===== config.mk =====
export PLATFORM = sky130hd
export DESIGN_NAME = axis_rr_arbiter
export DESIGN_NICKNAME = d
export VERILOG_FILES = /design/src/rtl/axis_arb_pkg.sv /design/src/rtl/axis_rr_pick.sv /design/src/rtl/axis_rr_arbiter.sv
export SDC_FILE = /design/constraint.sdc
export NUM_CORES = 1
export LEC_CHECK = 0
export CAP_MARGIN = 10
export CORE_MARGIN = 8
export CORE_UTILIZATION = 34
export DETAILED_ROUTE_END_ITERATION = 10
export PLACE_DENSITY_LB_ADDON = 0.15
export SLEW_MARGIN = 20
export SYNTH_ARGS = -nofsm -noshare
export SYNTH_HDL_FRONTEND = slang
export SYNTH_SLANG_ARGS = --single-unit

===== constraint.sdc =====
create_clock -name ACLK -period 3.9 [get_ports ACLK]
set_input_delay 0.585 -clock ACLK [delete_from_list [all_inputs] [get_ports ACLK]]
set_output_delay 0.585 -clock ACLK [all_outputs]
set_load 0.01 [all_outputs]

===== src/rtl/axis_arb_pkg.sv =====
// Shared types and constants for the AXI-Stream round-robin packet arbiter.
package axis_arb_pkg;

    typedef enum logic {
        IDLE = 1'b0,
        LOCK = 1'b1
    } arb_state_e;

    localparam int PKT_COUNT_W = 16;

endpackage : axis_arb_pkg


===== src/rtl/axis_rr_pick.sv =====
// Combinational round-robin selector: finds the first asserted request
// searching upward from the port after last_grant_i, wrapping around.
module axis_rr_pick
    import axis_arb_pkg::*;
#(
    parameter int NUM_PORTS = 4
) (
    input  logic [NUM_PORTS-1:0]         req_i,
    input  logic [$clog2(NUM_PORTS)-1:0] last_grant_i,
    output logic                         found_o,
    output logic [$clog2(NUM_PORTS)-1:0] idx_o
);

    localparam int IDX_W = $clog2(NUM_PORTS);

    logic [IDX_W-1:0] cand;

    // Walk from the farthest offset down to the nearest so the nearest hit wins.
    always_comb begin
        found_o = 1'b0;
        idx_o   = '0;
        cand    = '0;
        for (int k = NUM_PORTS; k >= 1; k--) begin
            cand = IDX_W'((int'(last_grant_i) + k) % NUM_PORTS);
            if (req_i[cand]) begin
                found_o = 1'b1;
                idx_o   = cand;
            end
        end
    end

endmodule : axis_rr_pick


===== src/rtl/axis_rr_arbiter.sv =====
// Packet-level round-robin arbiter merging NUM_PORTS AXI-Stream slaves onto
// one master; a granted packet holds the output until its tlast beat transfers.
module axis_rr_arbiter
    import axis_arb_pkg::*;
#(
    parameter int NUM_PORTS  = 4,
    parameter int DATA_WIDTH = 32
) (
    input  logic                            ACLK,
    input  logic                            ARESETN,
    input  logic [NUM_PORTS-1:0]            s_tvalid,
    output logic [NUM_PORTS-1:0]            s_tready,
    input  logic [NUM_PORTS*DATA_WIDTH-1:0] s_tdata,
    input  logic [NUM_PORTS-1:0]            s_tlast,
    output logic                            m_tvalid,
    input  logic                            m_tready,
    output logic [DATA_WIDTH-1:0]           m_tdata,
    output logic                            m_tlast,
    output logic [$clog2(NUM_PORTS)-1:0]    grant_idx,
    output logic                            busy,
    output logic [PKT_COUNT_W-1:0]          pkt_count
);

    localparam int IDX_W = $clog2(NUM_PORTS);

    arb_state_e             state_q;
    logic [IDX_W-1:0]       grant_q;
    logic [IDX_W-1:0]       last_grant_q;
    logic [PKT_COUNT_W-1:0] pkt_cnt_q;
    logic [PKT_COUNT_W-1:0] pkt_cnt_d;

    logic                   pick_found;
    logic [IDX_W-1:0]       pick_idx;
    logic                   locked;
    logic                   sel_valid;
    logic                   sel_last;
    logic [DATA_WIDTH-1:0]  sel_data;
    logic                   beat_done;

    axis_rr_pick #(
        .NUM_PORTS (NUM_PORTS)
    ) u_pick (
        .req_i        (s_tvalid),
        .last_grant_i (last_grant_q),
        .found_o      (pick_found),
        .idx_o        (pick_idx)
    );

    assign locked = (state_q == LOCK);

    // Only the granted port reaches the master side, and only while locked.
    always_comb begin
        sel_valid = 1'b0;
        sel_last  = 1'b0;
        sel_data  = '0;
        s_tready  = '0;
        for (int i = 0; i < NUM_PORTS; i++) begin
            if (IDX_W'(i) == grant_q) begin
                sel_valid   = s_tvalid[i];
                sel_last    = s_tlast[i];
                sel_data    = s_tdata[i*DATA_WIDTH +: DATA_WIDTH];
                s_tready[i] = locked & m_tready;
            end
        end
    end

    assign m_tvalid  = locked & sel_valid;
    assign m_tlast   = locked & sel_last;
    assign m_tdata   = locked ? sel_data : '0;
    assign beat_done = m_tvalid & m_tready & m_tlast;
    assign pkt_cnt_d = pkt_cnt_q + PKT_COUNT_W'(1);

    always_ff @(posedge ACLK or negedge ARESETN) begin
        if (!ARESETN) begin
            state_q      <= IDLE;
            grant_q      <= '0;
            last_grant_q <= IDX_W'(NUM_PORTS - 1);
            pkt_cnt_q    <= '0;
        end else begin
            case (state_q)
                IDLE: begin
                    if (pick_found) begin
                        grant_q <= pick_idx;
                        state_q <= LOCK;
                    end
                end
                LOCK: begin
                    // Release only on the tlast beat; a stalled or idle granted port keeps the lock.
                    if (beat_done) begin
                        last_grant_q <= grant_q;
                        pkt_cnt_q    <= pkt_cnt_d;
                        state_q      <= IDLE;
                    end
                end
                default: state_q <= IDLE;
            endcase
        end
    end

    assign busy      = locked;
    assign grant_idx = grant_q;
    assign pkt_count = pkt_cnt_q;

endmodule : axis_rr_arbiter


Word-level counts from Yosys, hierarchy flattened
Index checks and enable logic that the tools add are counted. Widths: inputs -> output; s select.

Flip-flop bits (word level): 21. Input port bits: 139. Output and inout port bits: 57.

Bitwise gates (word level): 6. Reduce and logical (&&, ||, !) cells: 3. Muxes and demuxes: 36. Equality and inequality tests: 3. Add/sub/neg operators: 5. $lt $le $gt $ge: 4.

Operator list (count): $mux 32 (5); $mux 1 (22); $add 16x1->16 const B (1); $lt 2x3->1 const B (4); $bmux 1 s2 (4); $mux 2 (4); $and 1x1->1 (5); $add 2x1->2 const B (2); $add 2x2->2 const B (2); $eq 2x2->1 const A (2); $reduce_and 2->1 (2); $eq 1x2->1 const A (1); $logic_not 2->1 (1); $pmux 1 s2 (1); $not 1->1 (1).

Logic depth before layout (Yosys ltp)
Gate-level depths: netlist of run 1.

Word-level depth: 10. Depth in mapped cells: 7. Depth with buffers taken out: 5.

Cells and area by module
Synthesis of run 1 repeated with hierarchy kept, for this count alone.

Cells, all modules: 190. Area total of the unflattened synthesis: 2314.7 µm².

Modules (own cells, without submodules): axis_rr_arbiter (instances 1, cells an instance 176, area an instance 2223.4 µm², sequential area each 528.0 µm²); axis_rr_pick (instances 1, cells an instance 14, area an instance 91.3 µm², sequential area each 0.0 µm²).

Worst setup path before layout of run 1
Ideal clock, no wire load.

Path kind: register -> output. From: register grant_q[0] (netlist: grant_idx[0]). To: output port m_tdata[25]. Stages on the path, launching flop included: 6. Arrival time: 1.607 ns. Path buffers: 3. Path slack: 1.708 ns. Cell sequence: dfrtp_1 -> buf_4 -> buf_12 -> buf_2 -> mux4_2 -> and2_1.

Cells in the longest elaborated chain, start to end: 6. Elaborated cells between the ends (all ways): 9. Those cells by class: 3 x eq/ne; 5 x mux; 1 x reduce/logical.

Ends and longest elaborated chain: from (decl) (line axis_rr_arbiter.sv:27) `logic [IDX_W-1:0] grant_q;`; from (signal assigned) (line axis_rr_arbiter.sv:83) `grant_q <= pick_idx;`; $logic_not 2->1 (line axis_rr_arbiter.sv:58) `if (IDX_W'(i) == grant_q) begin`; $mux 32 (3 in series) (line axis_rr_arbiter.sv:58); $mux 32 (*) (line axis_rr_arbiter.sv:58); $mux 32 (*) (line axis_rr_arbiter.sv:69) `assign m_tdata = locked ? sel_data : '0;`; to (decl) (line axis_rr_arbiter.sv:17) `output logic [DATA_WIDTH-1:0] m_tdata,`.

Mark *: on every way between the ends. The rest lies on a longest branch, timed or not.

Worst setup path after layout of run 1
From: register grant_q[0] (netlist: grant_idx[0]). To: output port m_tdata[10].

Same word-level chain as after synthesis.

==> results of run 1 <==
[final cells by class]
class | count | area [sq um]
Inverter | 3 | 11.26
Tap cell | 77 | 96.34
Fill cell | 495 | 2071
Clock inverter | 1 | 5.005
Timing Repair Buffer | 198 | 1987
Sequential cell | 21 | 529.3
Multi-Input combinational cell | 147 | 1536
Clock buffer | 3 | 41.29
[metrics by stage]
| step | setup slack [ps] | total power [W] | std cells | hold WS (ps) |
|---|---|---|---|---|
| CTS | 604.5 | 0.002443 | 450 | 479.7 |
| finish | 675.4 | 0.002411 | 450 | 477.3 |
| detailed placement | 897.7 | 0.002295 | 446 | 465.2 |
| floorplan | 1708 | 0.001412 | 188 | 289.4 |
| global placement | 970.6 | 0.002263 | 446 | 459.8 |
| global route | 499.0 | 0.002569 | 450 | 488.7 |
[cell usage after synthesis (3+ instances only)]
master	count	area, sq um
sky130_fd_sc_hd__xnor2_1	11	96.34
sky130_fd_sc_hd__buf_4	4	30.03
sky130_fd_sc_hd__and2_1	32	200.2
sky130_fd_sc_hd__and3_1	7	43.79
sky130_fd_sc_hd__inv_1	3	11.26
sky130_fd_sc_hd__and4_1	3	26.28
sky130_fd_sc_hd__clkbuf_1	9	33.78
sky130_fd_sc_hd__nor2_1	6	22.52
sky130_fd_sc_hd__nand3_1	7	35.03
sky130_fd_sc_hd__xor2_1	4	35.03
sky130_fd_sc_hd__dfrtp_1	19	475.5
sky130_fd_sc_hd__mux4_2	32	720.7
sky130_fd_sc_hd__nand2_1	5	18.77
sky130_fd_sc_hd__mux2i_1	5	50.05
sky130_fd_sc_hd__nand4_1	7	43.79
sky130_fd_sc_hd__mux2_2	3	33.78
sky130_fd_sc_hd__buf_2	3	15.01
sky130_fd_sc_hd__nand2b_1	4	25.02
[layer usage]
metal | routed length [um] | part of all wire [%] | track usage, %
met5 | 0 | 0 | 0
met4 | 389 | 3.7 | 9.987
met3 | 1231 | 12 | 7.878
met2 | 5171 | 49 | 37.66
met1 | 3788 | 36 | 24.23
[worst paths after layout]
path	end	slack, ps
worst min-delay path	pkt_count[15]	480
min in group asynchronous	pkt_count[6]	830
worst max-delay path	m_tdata[10]	680
worst max register to register	pkt_count[1]	1090
max in group asynchronous	grant_idx[0]	2460
worst min register to register	pkt_count[15]	480
[cells by family (layout without fill, tap and decap cells)]
group / count (synthesis) / after routing
simple gates: 79 / 79
mux: 41 / 41
flops: 21 / 21
buf+inv: 20 / 205
xor+xnor: 15 / 15
compound gates: 11 / 11
fa+ha+maj: 1 / 1
[sequential cells by signal, summed over array words and instances (netlist names)]
| name | flops |
|---|---|
| last_grant_q | 2 |
| busy | 1 |
| pkt_count | 16 |
| grant_idx | 2 |
[power breakdown]
part           internal [W]  total, W  leakage [nW]  switching, W
Clock             0.0000714  0.000147        0.0255     0.0000759
Sequential         0.000270  0.000399         0.272      0.000129
Combinational       0.00115   0.00186          1.30      0.000715
==> impl.org, run 1 <==
** Timing
- After layout, the minimum clock period comes to 3225 ps.
- Share of the clock period used by the worst path after layout :: 82.68%
- The number of pins with negative max-slew slack in the final report is 0.
- Setup skew after layout :: 1.574 ps
- For the pin with the worst max-slew slack, the measured transition is 910.7 ps.
- Final total negative setup slack :: 0 ps
- RSZ-0062 raised after global routing :: no
- F_max :: 310.1 MHz
- Max transition margin :: 39.10%
- Setup violations remaining at the end of the flow were counted as 0.
- Hold Violations, Final :: 0

** Synthesis
- Post-synthesis async set-or-reset flop share :: 100.0%
- The number of nets handed over by synthesis was 328.
- Sequential share of the synthesized area :: 24.28%
- Summing the areas of all fa, ha and maj instances in the mapped netlist gives 0.5754% of the synthesized area.
- Mapped Avg Cell Area :: 11.57 sq um
- Netlist Area Pre-Place :: 2175 sq um
- In the synthesized netlist the dominant register cell turns out to be sky130_fd_sc_hd__dfrtp_1.
- Mux contribution to synthesized area :: 37.63%
- The Yosys step of the flow raised 0 warnings.
- Area share of xor/xnor cells in the synthesized design :: 6.041%
- Compound-Gate Fraction of Synth Area :: 3.913%
- The synthesized netlist devotes 22.50% of its cell area to simple gates.
- After synthesis the netlist holds a flip-flop and latch count of 21.
- By area, the combinational part of the netlist is dominated by multiplexers.
- The number of different library cells used by synthesis comes to 39.
- Number of enable-type register cells in the synthesized netlist :: 0
- Number of standard cells after synthesis :: 188

** Worst setup path
- The slowest stage of the critical path is the sky130_fd_sc_hd__dfrtp_2 cell.
- The critical path runs through a total of 4 cells.
- Type of element launching the critical path :: flip-flop
- STA puts the critical path data required time at 3310 ps.
- On the worst path, the slowest cell contributes a delay of 880 ps.
- Worst path bufs/invs :: 2
- The critical path goes through buf_12, mux4_2, and2_1, clkdlybuf4s50_1.
- Crit path from :: grant_idx[0]
- Signal arrival time at the worst endpoint :: 2640 ps
- Path type of the worst setup path :: reg -> out
- CP delay by family, top :: flip-flops
- The worst register-to-register path begins at grant_idx[1].
- Of all nets on the critical path, the largest fanout is 27.
- The number of cells on the worst reg-to-reg path is 5.
- Sort of element at the end of the critical path :: output pin

** Die
- Initial core utilization :: 34.64%
- Core area :: 6277 sq um
- Area of the die :: 9211 sq um
- I/O pin total :: 196
- Width of the die :: 95.98 um
- From bottom edge to top edge, the die measures 95.98 um.
- Row count :: 29

** Final layout
- The final layout contains 514 nets.
- Antenna diode count :: 0
- At the end of the flow the core is filled with cells to 67.01%.
- The library cell used most frequently in the layout, excluding fill and tap cells, is sky130_fd_sc_hd__clkdlybuf4s50_1.
- Relative to the synthesized area, the layout overhead comes to 93.44%.
- Layout cells sized above 1 :: 13.40%
- In the layout the commonest cells are sky130_fd_sc_hd__clkdlybuf4s50_1 (195), sky130_fd_sc_hd__mux4_2 (32), sky130_fd_sc_hd__and2_1 (32).
- The finished cells cover 4207 sq um.

** CTS
- Clock-pin slew was measured on the worst setup and hold paths at 80 ps.
- Maximum count of clock buffers along a single path :: 2
- Once the clock tree was built, the setup fixing pass inserted 0 buffers.
- Counting every sink on the clock net gives 21.
- Once the clock tree was built, the resizer swapped 0 gates to a different size.
- Later-pin clock latency in the skew report :: 270 ps
- Total clock buffers created by CTS :: 3
- CTS tree :: done
- CTS hold repair buffers :: 0
- The tree is rooted in a sky130_fd_sc_hd__clkbuf_8.
- CTS built an H-tree with a depth of 1.

** Drt
- Sum of routed wire length over all layers :: 10580 um
- Number of DRC violations after detailed routing :: 0
- Total number of vias :: 2422
- Routed wirelength normalized by instance count :: 23.51 um
- In this run the remaining antenna-violating nets after routing total 0.
- The first detailed-routing pass took 4 iterations.
- Avg Vias per Cell :: 5.382
- DRC marker count from the first detailed-route iteration :: 81

** Pwr
- P_leak :: 1.594 nW
- VDD sags by at most 0.3485 mV.
- Power Density :: 573.3 nW/um^2

** Status
- The run finished with clean final reports.

** Min path
- The min-delay analysis places its worst path in the category reg -> reg.
- Counting instances, the worst hold path has a depth of 1.
- The worst hold path begins at pkt_count[15].

** Placed design
- Count of port buffers added during placement :: 195
- After detailed placement, the total cell area comes to 4160 sq um.
- Detailed-placement wirelength estimate :: 8982 um
- GPL Wtd Cong :: 0.8947

** GRT
- GR Util All Layers :: 22.11%
- Largest net degree at the start of global routing :: 41
- Summed over all layers, the global routing overflow is 0.
- The initial antenna violation count came to 0.
- The via count of the first global-routing pass was 2520.
- Wire length of the first global-routing pass :: 15190 um

** Flow run
- Number of maximum-capacitance constraint violations :: 0
(Power assumes the default switching activity.)
==> inputs of run 2 (changes only) <==
--- a/config.mk
+++ b/config.mk
@@ -7,7 +7,7 @@
 export LEC_CHECK = 0
 export CAP_MARGIN = 10
 export CORE_MARGIN = 8
-export CORE_UTILIZATION = 34
+export CORE_UTILIZATION = 32
 export DETAILED_ROUTE_END_ITERATION = 10
 export PLACE_DENSITY_LB_ADDON = 0.15
 export SLEW_MARGIN = 20
==> constraint.sdc (replaced) <==
create_clock -name ACLK -period 3.3 [get_ports ACLK]
set_input_delay 0.495 -clock ACLK [delete_from_list [all_inputs] [get_ports ACLK]]
set_output_delay 0.495 -clock ACLK [all_outputs]
set_load 0.01 [all_outputs]
==> impl.org, run 2 (synthesis results as in run 1) <==
** Status
- Run status: finished, final reports clean (unchanged).

** Worst setup path
- The critical path required time is 2800 ps (was 3310 ps).
- The critical setup path kind is reg -> out (unchanged).
- The highest net fanout along the worst path came to 17 (was 27).
- The critical path endpoint category is an output pin (unchanged).
- Type of element launching the critical path :: flip-flop (unchanged)
- The arrival time at the worst endpoint is 2300 ps (was 2640 ps).

** GRT
- Number of antenna violations at the first check in global routing :: 0 (unchanged)
- The via count of the first global-routing pass is 2394 (was 2520).
- GR Util All Layers :: 20.44% (was 22.11%)
- The total global routing overflow came to 0 (unchanged).
- Largest net degree at the start of global routing :: 42 (was 41)
- The wire length of the first global-routing pass is 15420 um (was 15190 um).

** CTS
- Root buffer cell :: sky130_fd_sc_hd__clkbuf_8 (unchanged)
- The post-CTS setup buffer count was 0 (unchanged).
- The clock latency reported for the late side of the worst-skew pair came to 250 ps (was 270 ps).
- The TritonCTS clock tree was done (unchanged).
- The CTS sink count was 21 (unchanged).
- The maximum count of clock buffers along a single path came to 2 (unchanged).
- CTS hold repair buffers :: 0 (unchanged)
- Post_cts resized :: 0 (unchanged)
- The H-tree depth came to 1 (unchanged).
- Clock transition at path regs :: 70 ps (was 80 ps)
- Total clock buffers created by CTS :: 3 (unchanged)

** Final layout
- Leading cell type in the layout, fill and taps excluded :: sky130_fd_sc_hd__clkdlybuf4s50_1 (unchanged)
- The fraction of layout instances using a drive strength above 1 was 13.83% (was 13.40%).
- Count of placed standard cells in the final layout, fillers left out :: 456 (was 450)
- The final net count came to 517 (was 514).
- Multi-input logic area :: 1536 sq um (unchanged)
- The fill cell instance count of the final layout is 594 (was 495).
- The footprint of the flip-flops and latches was 529.3 sq um (unchanged).
- The area growth from synthesis to layout is 95.17% (was 93.44%).
- The number of diodes added for antenna fixing is 0 (unchanged).
- Number of flip-flops in the largest register :: 16 (unchanged)
- Highest-count cells in the layout ignoring fill and taps :: sky130_fd_sc_hd__clkdlybuf4s50_1 (195), sky130_fd_sc_hd__mux4_2 (32), sky130_fd_sc_hd__and2_1 (32) (unchanged)

** Placed design
- GPL Wtd Cong :: 0.8700 (was 0.8947)
- Count of port buffers added during placement :: 195 (unchanged)
- Detailed-placement wirelength estimate :: 8846 um (was 8982 um)
- The count of placed standard cells including taps is 452 (was 446).

** Pwr
- The power per unit of standard cell area was 680.2 nW/um^2 (was 573.3 nW/um^2).
- The switching power share of the total was 37.41% (was 38.15%).
- Logic pwr share :: 79.5% (was 77.3%)
- The internal power summed over all cells was 0.001807 W (was 0.001492 W).
- The power share of the sequential group is 14.8% (was 16.6%).
- The largest vdd supply drop was 0.4572 mV (was 0.3485 mV).
- Net switching component of the power :: 0.001080 W (was 0.0009199 W)
- Power share of the clock group :: 5.7% (was 6.1%)
- P_leak :: 1.611 nW (was 1.594 nW)

** Die
- The die boundary height is 98.44 um (was 95.98 um).
- Core area :: 6681 sq um (was 6277 sq um)
- I/O pin total :: 196 (unchanged)
- The die boundary width is 98.44 um (was 95.98 um).
- The area enclosed by the die boundary was 9689 sq um (was 9211 sq um).
- Initial core utilization :: 32.55% (was 34.64%)
- The row count was 30 (was 29).

** Min path
- The worst min-delay path category is reg -> reg (unchanged).

** Timing
- F_max :: 358.0 MHz
- The worst path needs 2794 ps of the cycle, external delays included.
- Hold Violations, Final :: 0 (unchanged)
- Final-report setup violation count :: 0 (unchanged)
- Share of the clock period used by the worst path after layout :: 84.66%
- The total negative slack came to 0 ps (unchanged).
- RSZ-0062 raised after global routing :: no (unchanged)
- Slew of the pin with the lowest slew margin :: 895.0 ps (was 910.7 ps)
- The final worst clock skew was 1.895 ps (was 1.574 ps).
- The max-slew headroom at the worst pin was 40.15% (was 39.10%).
- The number of pins with negative max-slew slack in the final report is 0 (unchanged).

** Drt
- The wire length after detailed routing is 10350 um (was 10580 um).
- Avg Vias per Cell :: 5.180 (was 5.382)
- The DRC violations left is 0 (unchanged).
- The post-route antenna net violation count is 0 (unchanged).
- DRC marker count from the first detailed-route iteration :: 78 (was 81)
- The total number of vias came to 2362 (was 2422).
- Routed wirelength normalized by instance count :: 22.69 um (was 23.51 um)
- The first-pass detailed-route iteration total was 4 (unchanged).

** Flow run
- The max capacitance violation total came to 0 (unchanged).
run 2: cell count changes in the layout (fill, tap and decap cells not counted), sizes merged:
cell | before | now
buf | 3 | 6
clkbuf | 3 | 4
clkinv | 1 | 0
run 2: worst max-delay path, stage by stage, from the launching register on:
cell and delay, ps:
sky130_fd_sc_hd__dfrtp_2 620, sky130_fd_sc_hd__buf_12 240, sky130_fd_sc_hd__mux4_2 510, sky130_fd_sc_hd__and2_1 170, sky130_fd_sc_hd__clkdlybuf4s50_1 500
run 2: metrics by stage:
stage / utilization [%] / hold WS, ps / power [W] / setup WS, ps / instance area (sq um)
finish: 63.52 / 472.1 / 0.002887 / 506.3 / 4244
global route: 63.52 / 484.3 / 0.003090 / 361.9 / 4244
CTS: 63.52 / 472.2 / 0.002927 / 454.8 / 4244
detailed placement: 62.85 / 462.4 / 0.002752 / 741.7 / 4199
global placement: 62.85 / 459.3 / 0.002737 / 751.1 / 4199
floorplan: - / 199.4 / 0.001669 / 1198 / 2175
run 2: routing by layer:
| layer | GRT usage [%] | share of wire [%] |
|---|---|---|
| met1 | 23.26 | 38 |
| met3 | 5.849 | 9.0 |
| met2 | 37.21 | 52 |
| met4 | 3.660 | 1.1 |
| met5 | 0 | 0 |
run 2: power by group through the flow:
stage	registers (W)	logic (W)	clock network [W]
after floorplan	0.000393	0.00128	0
after global placement	0.000432	0.00230	0
after detailed placement	0.000434	0.00232	0
after CTS	0.000430	0.00233	0.000170
after global routing	0.000445	0.00246	0.000186
final	0.000428	0.00230	0.000164
run 2: worst paths after layout:
path / from / cells after the start / slack (ps) / end
max: grant_idx[0] / 4 / 510 / m_tdata[14]
min: pkt_count[15] / 1 / 470 / pkt_count[15]
max reg2reg: grant_idx[0] / 7 / 1000 / pkt_count[1]
min reg2reg: pkt_count[15] / 1 / 470 / pkt_count[15]
max in group asynchronous: ARESETN / 1 / 1950 / grant_idx[0]
min in group asynchronous: ARESETN / 1 / 740 / pkt_count[6]
run 2: area by class of cell:
| cell class | instances | area share [%] |
|---|---|---|
| inverters | 3 | 0.2653 |
| well taps | 80 | 2.358 |
| multi-input cells | 147 | 36.20 |
| repair buffers | 201 | 47.64 |
| flip-flops and latches | 21 | 12.47 |
| clock buffers | 4 | 1.061 |
